File: src/rtl/chip_test_ctrl.sv
// Chip tester sequencer: launches one of NUM_CHIPS attached testers, waits for
// its Done (or a timeout), strobes its result display and latches the verdict.
module chip_test_ctrl #(
  parameter int NUM_CHIPS      = 8,
  parameter int TIMEOUT_CYCLES = 65535
) (
  input  logic                 Clk,
  input  logic                 Reset,
  input  logic                 Run,
  input  logic [2:0]           Chip_Sel,
  input  logic [NUM_CHIPS-1:0] Done_Chip,
  input  logic [NUM_CHIPS-1:0] RSLT_Chip,
  output logic [NUM_CHIPS-1:0] Run_Chip,
  output logic [NUM_CHIPS-1:0] DISP_Chip,
  output logic [2:0]           Sel_Lat,
  output logic                 Busy,
  output logic                 Done,
  output logic                 RSLT,
  output logic                 Timeout,
  output logic                 Err
);

  typedef enum logic [2:0] {
    IDLE   = 3'd0,
    LAUNCH = 3'd1,
    TEST   = 3'd2,
    DISP   = 3'd3,
    SAMPLE = 3'd4,
    HOLD   = 3'd5
  } state_t;

  localparam logic [15:0] CNT_LAST = 16'(TIMEOUT_CYCLES - 1);

  state_t      state, state_n;
  logic        run_q;
  logic [15:0] cnt, cnt_n;
  logic [2:0]  sel_n;
  logic        rslt_n, tmo_n, err_n;

  logic                 start;
  logic                 sel_valid;
  logic [NUM_CHIPS-1:0] sel_onehot;
  logic                 done_sel;
  logic                 rslt_sel;

  assign start      = Run & ~run_q;
  assign sel_valid  = int'(Chip_Sel) < NUM_CHIPS;
  // Mask-and-reduce instead of indexing, so an out-of-range Sel_Lat reads as 0.
  assign sel_onehot = NUM_CHIPS'(1) << Sel_Lat;
  assign done_sel   = |(Done_Chip & sel_onehot);
  assign rslt_sel   = |(RSLT_Chip & sel_onehot);

  // NOTE: sequential state uses non-blocking assignments only, so every flop
  // samples pre-edge values regardless of statement order.
  always_ff @(posedge Clk or negedge Reset) begin
    if (!Reset) begin
      state   <= IDLE;
      run_q   <= 1'b0;
      cnt     <= '0;
      Sel_Lat <= '0;
      RSLT    <= 1'b0;
      Timeout <= 1'b0;
      Err     <= 1'b0;
    end else begin
      state   <= state_n;
      run_q   <= Run;
      cnt     <= cnt_n;
      Sel_Lat <= sel_n;
      RSLT    <= rslt_n;
      Timeout <= tmo_n;
      Err     <= err_n;
    end
  end

  // NOTE: every output of this block gets a default first so no path
  // leaves a value unassigned, which would infer a latch.
  always_comb begin
    state_n   = state;
    cnt_n     = cnt;
    sel_n     = Sel_Lat;
    rslt_n    = RSLT;
    tmo_n     = Timeout;
    err_n     = Err;
    Run_Chip  = '0;
    DISP_Chip = '0;
    Busy      = 1'b0;
    Done      = 1'b0;

    unique case (state)
      IDLE, HOLD: begin
        Done = (state == HOLD);
        if (start) begin
          rslt_n = 1'b0;
          tmo_n  = 1'b0;
          err_n  = 1'b0;
          sel_n  = Chip_Sel;
          if (sel_valid) begin
            cnt_n   = '0;
            state_n = LAUNCH;
          end else begin
            err_n   = 1'b1;
            state_n = HOLD;
          end
        end
      end
      // All Run lines low for one cycle so a tester left running restarts.
      LAUNCH: begin
        Busy    = 1'b1;
        state_n = TEST;
      end
      TEST: begin
        Busy     = 1'b1;
        Run_Chip = sel_onehot;
        cnt_n    = cnt + 16'd1;
        if (done_sel) begin
          state_n = DISP;
        end else if (cnt == CNT_LAST) begin
          tmo_n   = 1'b1;
          rslt_n  = 1'b0;
          state_n = HOLD;
        end
      end
      DISP: begin
        Busy      = 1'b1;
        Run_Chip  = sel_onehot;
        DISP_Chip = sel_onehot;
        state_n   = SAMPLE;
      end
      SAMPLE: begin
        Busy      = 1'b1;
        DISP_Chip = sel_onehot;
        rslt_n    = rslt_sel;
        state_n   = HOLD;
      end
      default: state_n = IDLE;
    endcase
  end

endmodule

File: config.mk
export PLATFORM = sky130hd
export DESIGN_NAME = chip_test_ctrl
export DESIGN_NICKNAME = d
export VERILOG_FILES = /design/src/rtl/chip_test_ctrl.sv
export SDC_FILE = /design/constraint.sdc
export NUM_CORES = 1
export LEC_CHECK = 0
export BUFFER_PORTS_ARGS = -buffer_cell sky130_fd_sc_hd__buf_2
export CELL_PAD_IN_SITES_DETAIL_PLACEMENT = 1
export CELL_PAD_IN_SITES_GLOBAL_PLACEMENT = 2
export CORE_MARGIN = 2
export CORE_UTILIZATION = 31
export CTS_CLUSTER_SIZE = 24
export DETAILED_ROUTE_END_ITERATION = 8
export GPL_ROUTABILITY_DRIVEN = 0
export HOLD_SLACK_MARGIN = 0.03
export PLACE_DENSITY_LB_ADDON = 0.1
export SLEW_MARGIN = 20
export SYNTH_ARGS = -nofsm -noshare
export SYNTH_HDL_FRONTEND = slang
export SYNTH_SLANG_ARGS = --single-unit
File: constraint.sdc
create_clock -name Clk -period 2.5 [get_ports Clk]
set_input_delay 0.5 -clock Clk [delete_from_list [all_inputs] [get_ports Clk]]
set_output_delay 0.5 -clock Clk [all_outputs]
set_load 0.05 [all_outputs]
==> results.toml, run 1 <==
[outcome]
status = "complete, no violations"

[floorplanning]
die_x_um = 77.1
start_util_pct = 32.2
die_h_um = 77.1
ios = 46
coreArea_sq_um = 5140
rows = 26
dieArea_sq_um = 5940

[setup_path]
arrival_ps = 1830
cp-start-kind = "flip-flop"
crit_top_cell = "nand2b_1"
cp-endpoint = "DISP_Chip[5]"
cp.depth = 5
startpoint = "state[1]"
r2r_slack_ps = 490
cp_cell_sequence = "nand2b_1 > mux2i_1 > nand2b_1 > nor2_1 > buf_2"
crit_path_end_kind = "output pin"
r2r_cells = 4
cp_slowest_cell = "dfrtp_2"
timing.rr.start = "state[0]"
criticalPathCategory = "reg2out"
required_ps = 2000
critical_path.top_delay_family = "simple AND/OR/NAND/NOR gates"
r2r-end = "cnt[15]"
worst-path-buf-inv = 1
cpPeakStageDelay_ps = 500
crit_fanout = 12

[logic_synthesis]
ys.flop_type = "dfrtp_1"
ys_warn_count = 0
ys_seq_elements = 25
yosysSeqAreaShare_pct = 37.8
synthArstFlopShare_pct = 100
synth_cells = 182
synth_area_sq_um = 1660
synth.distinct_cells = 48
syn_avg_cell_area_sq_um = 9.10
syn-num-nets = 206
synth_edf_count = 0

[sta]
timing.fmax_ghz = 0.429
rsz0062_at_grt = "false"
fin_tns_setup_ps = 0
hold_viol_final = 0
max_slew_margin_pct = 59.6
fin_crit_sh_pct = 93.3
drv_slew = 0
min_period_ps = 2330
setup_violations = 0
fin_skew_ps = 16.3
worst_pin_slew_ps = 605
worst_slack_ps = 167

[cts]
clock_latency_ps = 280
cts_hold_buffers = 0
cts_buffers = 3
cts_buffer_depth = 2
h-tree-depth = 1
cts_tree = "done"
post-cts-setup-buffer-count = 0
cts_num_sinks = 25
path_clk_slew_ps = 100
cts.root.buffer_cell = "clkbuf_8"

[finish]
areaGrowthSynthToFinish_pct = 20.8
nets = 248
layout_commonest_cell = "buf_2"
layout_common_cells = "buf_2 (44), dfrtp_1 (23), nor2_1 (22), nand2_1 (18), mux2i_1 (12)"
finalNonFillerCells = 293
drive_above_1_share_pct = 29.6
design_area_sq_um = 2000
antenna_cells = 0

[route]
vias = 1550
drcViolationCount = 0
antenna_left = 0
viasPerCell = 5.29
dr.pass1.iters = 4
drt-total-wl_um = 4650
wl_per_cell_um = 15.9
drt_iter0_markers = 52

[power]
clockPowerShare_pct = 11.9
p_int_mw = 1.01
p_comb_share_pct = 54.3
swShare_pct = 51.7
net-switching-power_mw = 1.08
seq_power_share_pct = 33.8
power_density_nw_per_um2 = 1050
vdd_drop_max_v = 0.000310
leakagePower_nw = 0.928

[grt]
grt_pass1_vias = 1566
antenna_found_initial = 0
grt_max_degree = 26
grt_pass1_wl_um = 7720
grt-ovfl-total = 0
grt_util_all_layers_pct = 16.3

[placement]
dpl_worst_slack_ps = 360
io_buffers = 44
placed_cells = 289
hpwlAfterDp_um = 3580
dpl_cell_area_sq_um = 1950

[hold_path]
hp-class = "in2async"

[run]
cap_viol_max_count = 0
-- metrics by stage --
| step | power [mW] | hold slack, ps | utilization [%] |
|---|---|---|---|
| after floorplan | 1.58 | 204 | - |
| after global placement | 1.82 | 469 | 38.0 |
| after detailed placement | 1.86 | 482 | 38.0 |
| after CTS | 2.12 | 232 | 38.9 |
| after global routing | 2.26 | 254 | 38.9 |
| final | 2.09 | 213 | 38.9 |
-- layer usage --
layer	up-vias	routed length [um]	GRT usage (%)
met2	31	2240	28.7
met3	7	132	2.35
met4	0	61	5.36
li1	748	-	-
met1	764	2210	20.6
met5	-	0	0
-- cell usage after synthesis, types with 2 or more instances --
master / count / share of area (%)
a21oi_1: 8 / 2.4
a31oi_1: 4 / 1.5
buf_2: 3 / 0.91
buf_6: 2 / 1.4
clkbuf_1: 5 / 1.1
dfrtp_1: 25 / 38
ha_1: 2 / 1.5
inv_1: 5 / 1.1
mux2_2: 3 / 2.0
mux2i_1: 12 / 7.3
mux4_1: 2 / 3.2
nand2_1: 18 / 4.1
nand2b_1: 6 / 2.3
nand3_1: 6 / 1.8
nand4_1: 6 / 2.3
nor2_1: 22 / 5.0
nor3_1: 4 / 1.2
nor3b_1: 3 / 1.4
nor4_1: 3 / 1.1
o211ai_1: 2 / 0.91
o21a_1: 2 / 0.91
o21ai_0: 8 / 2.4
o31ai_1: 4 / 1.8
o32ai_1: 2 / 1.1
xnor2_1: 2 / 1.1
-- flip-flops by register name, summed over array words and instances, names as in the netlist --
name,cells
run_q,1
Sel_Lat,3
RSLT,1
state,3
cnt,16
Timeout,1
-- cell families after synthesis --
kind of cell / Yosys count / synth area share (%)
xor gates and xnor gates: 2 / 1.06
adders and majority gates: 2 / 1.51
muxes: 18 / 13.4
buffers and inverters: 16 / 4.98
other: 1 / 0.226
DFF: 25 / 37.8
and+or+nand+nor: 81 / 26.7
AOI/OAI and AO/OA: 37 / 14.4
-- power by group through the flow --
stage	registers, mW	clock network [mW]	logic [mW]
floorplan	0.687	0	0.891
global placement	0.706	0	1.12
detailed placement	0.715	0	1.15
CTS	0.708	0.264	1.15
global route	0.741	0.278	1.24
finish	0.707	0.249	1.14
-- area by class of cell --
| type | instances | area [sq um] |
|---|---|---|
| clock buffer | 4 | 45.0 |
| fill | 664 | 3140 |
| inverter | 5 | 18.8 |
| multi-input combinational | 141 | 971 |
| sequential | 25 | 628 |
| tap | 70 | 87.6 |
| timing repair buffer | 48 | 250 |
-- worst register-to-register path, stage by stage (launching register included) --
cell,delay [ps]
dfrtp_1,490
or3b_4,520
or3b_1,540
nor3_4,170
mux2i_1,200
-- how the worst min path moves through the flow --
| stage | to |
|---|---|
| global route | cnt[2] |
| floorplan | RSLT |
| global placement | cnt[6] |
| detailed placement | cnt[15] |
| finish | cnt[2] |
| CTS | cnt[2] |
-- repair_timing --
item / 4_1_cts / 5_1_grt
endpoints found under the setup margin: 0 / 8
endpoints found under the hold margin: 0 / 0
resized for setup: 0 / 2
Power figures use the tool's default switching activity.
==> run 2: changes to the inputs <==
- GPL_ROUTABILITY_DRIVEN: 0 -> unset
- RECOVER_POWER: unset -> 100
==> run 2 against run 1 <==
Against the previous run:
- first-iteration DRC count decreased by 5.8%
- total power decreased by 1.8%
- die area unchanged
- cell count unchanged
- register-to-register slack got worse by 190 ps
- sequential power about the same
- clock skew about the same
- largest power group unchanged
- fmax decreased by 1.5%
- wire length increased by 0.62%
- sequential share of layout area increased by 0.60 points
- flip-flop and latch count unchanged
- combinational power decreased by 4%
==> results.toml, run 2 (same netlist as run 1, synthesis figures left out) <==
[outcome]
status = "complete, no violations"

[route]
drt_iter0_markers = 49
wl_per_cell_um = 16.0
drt-total-wl_um = 4680
viasPerCell = 5.22
drcViolationCount = 0
dr.pass1.iters = 5
antenna_left = 0
vias = 1530

[grt]
grt_max_degree = 26
grt_util_all_layers_pct = 16.3
antenna_found_initial = 0
grt_pass1_wl_um = 7720
grt_pass1_vias = 1566
grt-ovfl-total = 0

[sta]
rsz0062_at_grt = "false"
drv_slew = 0
hold_viol_final = 0
min_period_ps = 2370
fin_tns_setup_ps = 0
fin_crit_sh_pct = 94.8
max_slew_margin_pct = 4.33
fin_skew_ps = 16.0
timing.fmax_ghz = 0.422
setup_violations = 0
worst_pin_slew_ps = 1440

[cts]
cts_tree = "done"
cts_buffers = 3
post-cts-setup-buffer-count = 0
cts_num_sinks = 25
cts_buffer_depth = 2
cts_hold_buffers = 0
path_clk_slew_ps = 100
cts.root.buffer_cell = "clkbuf_8"
h-tree-depth = 1
clock_latency_ps = 280

[power]
vdd_drop_max_v = 0.000294
fin_total_pwr_mw = 2.06
power_density_nw_per_um2 = 1050
leakagePower_nw = 0.847

[finish]
top_register = "cnt"
areaGrowthSynthToFinish_pct = 18.5
nets = 248
design_area_sq_um = 1960
layout_commonest_cell = "dfrtp_1"
reg.largest.list = "cnt (16), Sel_Lat (3), state (3)"
antenna_cells = 0
drive_above_1_share_pct = 22.0
largest_reg_flops = 16
layout_common_cells = "dfrtp_1 (23), nor2_1 (22), buf_2 (21), nand2_1 (18), clkbuf_1 (15)"

[floorplanning]
die_x_um = 77.1
rows = 26
die_h_um = 77.1
coreArea_sq_um = 5140
dieArea_sq_um = 5940
start_util_pct = 32.2
ios = 46

[setup_path]
cpPeakStageDelay_ps = 500
crit_fanout = 12
cp-start-kind = "flip-flop"
arrival_ps = 1870
r2r_slack_ps = 300
criticalPathCategory = "reg2out"
cp_slowest_cell = "dfrtp_2"
required_ps = 2000
crit_path_end_kind = "output pin"
cp_cell_sequence = "nand2b_1 > mux2i_1 > nand2_1 > nor3_2 > clkbuf_2"

[hold_path]
hp-class = "in2reg"

[placement]
io_buffers = 44
dpl_cell_area_sq_um = 1950
place_congestion = 0.748
hpwlAfterDp_um = 3580

[run]
cap_viol_max_count = 0
run 2: per-layer routing:
| metal | share of wire [%] | vias to the layer above | GRT usage [%] |
|---|---|---|---|
| li1 | - | 745 | - |
| met1 | 47 | 747 | 20.6 |
| met2 | 48 | 30 | 28.7 |
| met3 | 2.9 | 8 | 2.35 |
| met4 | 1.7 | 0 | 5.36 |
| met5 | 0 | - | 0 |
run 2: report_power, final:
group          switching [mW]  internal (mW)
sequential              0.210          0.497
combinational           0.738          0.363
clock                   0.135          0.114
run 2: worst paths after layout:
check / endpoint / cells after the start / start
setup / recovery: DISP_Chip[2] / 5 / state[1]
hold / removal: run_q / 1 / Run
setup reg to reg: cnt[15] / 4 / state[0]
hold reg to reg: cnt[15] / 1 / cnt[15]
max in group asynchronous: state[2] / 1 / Reset
min in group asynchronous: cnt[2] / 1 / Reset
run 2: what timing repair did:
item	4_1_cts	5_1_grt
endpoints found under the setup margin	0	8
gates resized for setup	0	2
endpoints found under the hold margin	0	0
run 2: layout make-up:
cell class,instances,area [sq um]
tap,70,87.6
sequential,25,628
multi-input combinational,141,953
inverter,5,18.8
fill,666,3180
clock buffer,4,45.0
timing repair buffer,48,230
run 2: stage by stage:
stage	std cells	setup slack [ps]	hold slack [ps]	utilization [%]
3_3_place_gp	289	399	469	38.0
4_1_cts	293	25.8	232	38.9
2_1_floorplan	182	17.4	204	-
3_5_place_dp	289	360	482	38.0
5_1_grt	293	24.2	372	38.2
6_report	293	130	366	38.2
run 2: critical path, delay by kind of cell, from the launching register on:
family	cells	cell delay (ps)
DFF	1	500
buffers and inverters	1	300
and+or+nand+nor	3	560
muxes	1	230
==> run 3: changes to the inputs <==
- SETUP_SLACK_MARGIN: unset -> 0.4
==> run 3 against run 2 <==
Against the previous run:
- die area is the same
- register-to-register slack gained 70 ps
- fmax grew 6.4%
- core utilization grew 6.3 points
- cell count grew 5.8%
- largest cell class unchanged
- critical endpoint is now DISP_Chip[6]
- combinational power grew 42%
==> results.toml, run 3 (same netlist as run 1, synthesis figures left out) <==
[outcome]
status = "complete, no violations"

[grt]
grt-ovfl-total = 0
grt_util_all_layers_pct = 17.2
grt_pass1_vias = 1646
grt_pass1_wl_um = 8470
grt_max_degree = 26
antenna_found_initial = 0

[cts]
cts_tree = "done"
cts_buffers = 3
cts.root.buffer_cell = "clkbuf_8"
cts_hold_buffers = 0
path_clk_slew_ps = 90
cts_num_sinks = 25
clock_latency_ps = 270
h-tree-depth = 1
cts_buffer_depth = 2

[power]
vdd_drop_max_v = 0.000479
leakagePower_nw = 0.994
fin_total_pwr_mw = 2.48
power_density_nw_per_um2 = 1080

[placement]
hpwlAfterDp_um = 3680
placed_cells = 290
io_buffers = 44
place_congestion = 0.829

[setup_path]
crit_path_end_kind = "output pin"
required_ps = 2000
timing.rr.start = "state[2]"
criticalPathCategory = "reg2out"
startpoint = "state[0]"
arrival_ps = 1730
cp-start-kind = "flip-flop"
crit_fanout = 8

[hold_path]
hp-class = "in2reg"
min_from = "Run"

[floorplanning]
coreArea_sq_um = 5140
ios = 46
dieArea_sq_um = 5940
die_h_um = 77.1
rows = 26
die_x_um = 77.1
start_util_pct = 32.2

[sta]
fin_skew_ps = 3.22
min_period_ps = 2230
fin_crit_sh_pct = 89.1
hold_viol_final = 0
max_slew_margin_pct = 8.25
worst_pin_slew_ps = 1380
setup_violations = 0
timing.fmax_ghz = 0.449
fin_tns_setup_ps = 0
drv_slew = 0
rsz0062_at_grt = "true"

[finish]
largest_reg_flops = 16
ff_latch_area_sq_um = 629
layout_commonest_cell = "dfrtp_1"
antenna_cells = 0
nets = 265
fin_util_pct = 44.5
nFillCells = 636
areaGrowthSynthToFinish_pct = 38.1
top_register = "cnt"
drive_above_1_share_pct = 35.4
reg.largest.list = "cnt (16), Sel_Lat (3), state (3)"
layout_common_cells = "dfrtp_1 (24), buf_2 (21), nand2_1 (15), buf_4 (14)"
finalNonFillerCells = 310
multiInputGateArea_sq_um = 1110

[route]
dr.pass1.iters = 4
antenna_left = 0
vias = 1601
drcViolationCount = 0
wl_per_cell_um = 16.4
viasPerCell = 5.16
drt-total-wl_um = 5090
drt_iter0_markers = 28

[run]
cap_viol_max_count = 0
[run 3: per-layer routing]
layer | GRT usage (%) | wire, um | up-vias
li1 | - | - | 786
met1 | 24.1 | 2340 | 788
met2 | 29.6 | 2610 | 27
met3 | 2.59 | 139 | 0
met4 | 1.07 | 0 | 0
met5 | 0 | 0 | -
[run 3: final timing paths]
check / cells after the start / to / slack (ps)
worst max-delay path: 4 / DISP_Chip[6] / 270
worst min-delay path: 1 / run_q / 370
worst max register to register: 5 / cnt[15] / 370
worst min register to register: 1 / cnt[6] / 490
max in group asynchronous: 1 / Sel_Lat[2] / 1000
min in group asynchronous: 1 / cnt[9] / 530
[run 3: layout make-up]
class | count | share of cell area [%]
Tap cell | 70 | 3.83
Timing Repair Buffer | 65 | 17.3
Clock buffer | 4 | 1.97
Inverter | 5 | 0.821
Multi-Input combinational cell | 141 | 48.6
Sequential cell | 25 | 27.5
[run 3: metrics by stage]
stage,setup slack (ps),hold slack [ps],cell area (sq um)
floorplan,269,204,1790
global placement,529,461,2060
detailed placement,421,474,2060
CTS,395,243,2190
global route,203,369,2290
finish,272,372,2290
[run 3: critical path, stage by stage, from the launching register on]
cell and delay (ps):
dfrtp_1 540, mux2i_4 380, nand2_4 140, nor2_4 120, clkbuf_2 280
[run 3: repair_timing]
action | in CTS | in global routing
pin swaps | 2 | 3
setup endpoints to repair | 13 | 21
setup buffers | 1 | 15
resized for setup | 20 | 16
[run 3: power breakdown]
part	internal (mW)	total, mW	switching [mW]
clock	0.114	0.245	0.131
sequential	0.501	0.669	0.168
combinational	0.586	1.56	0.978
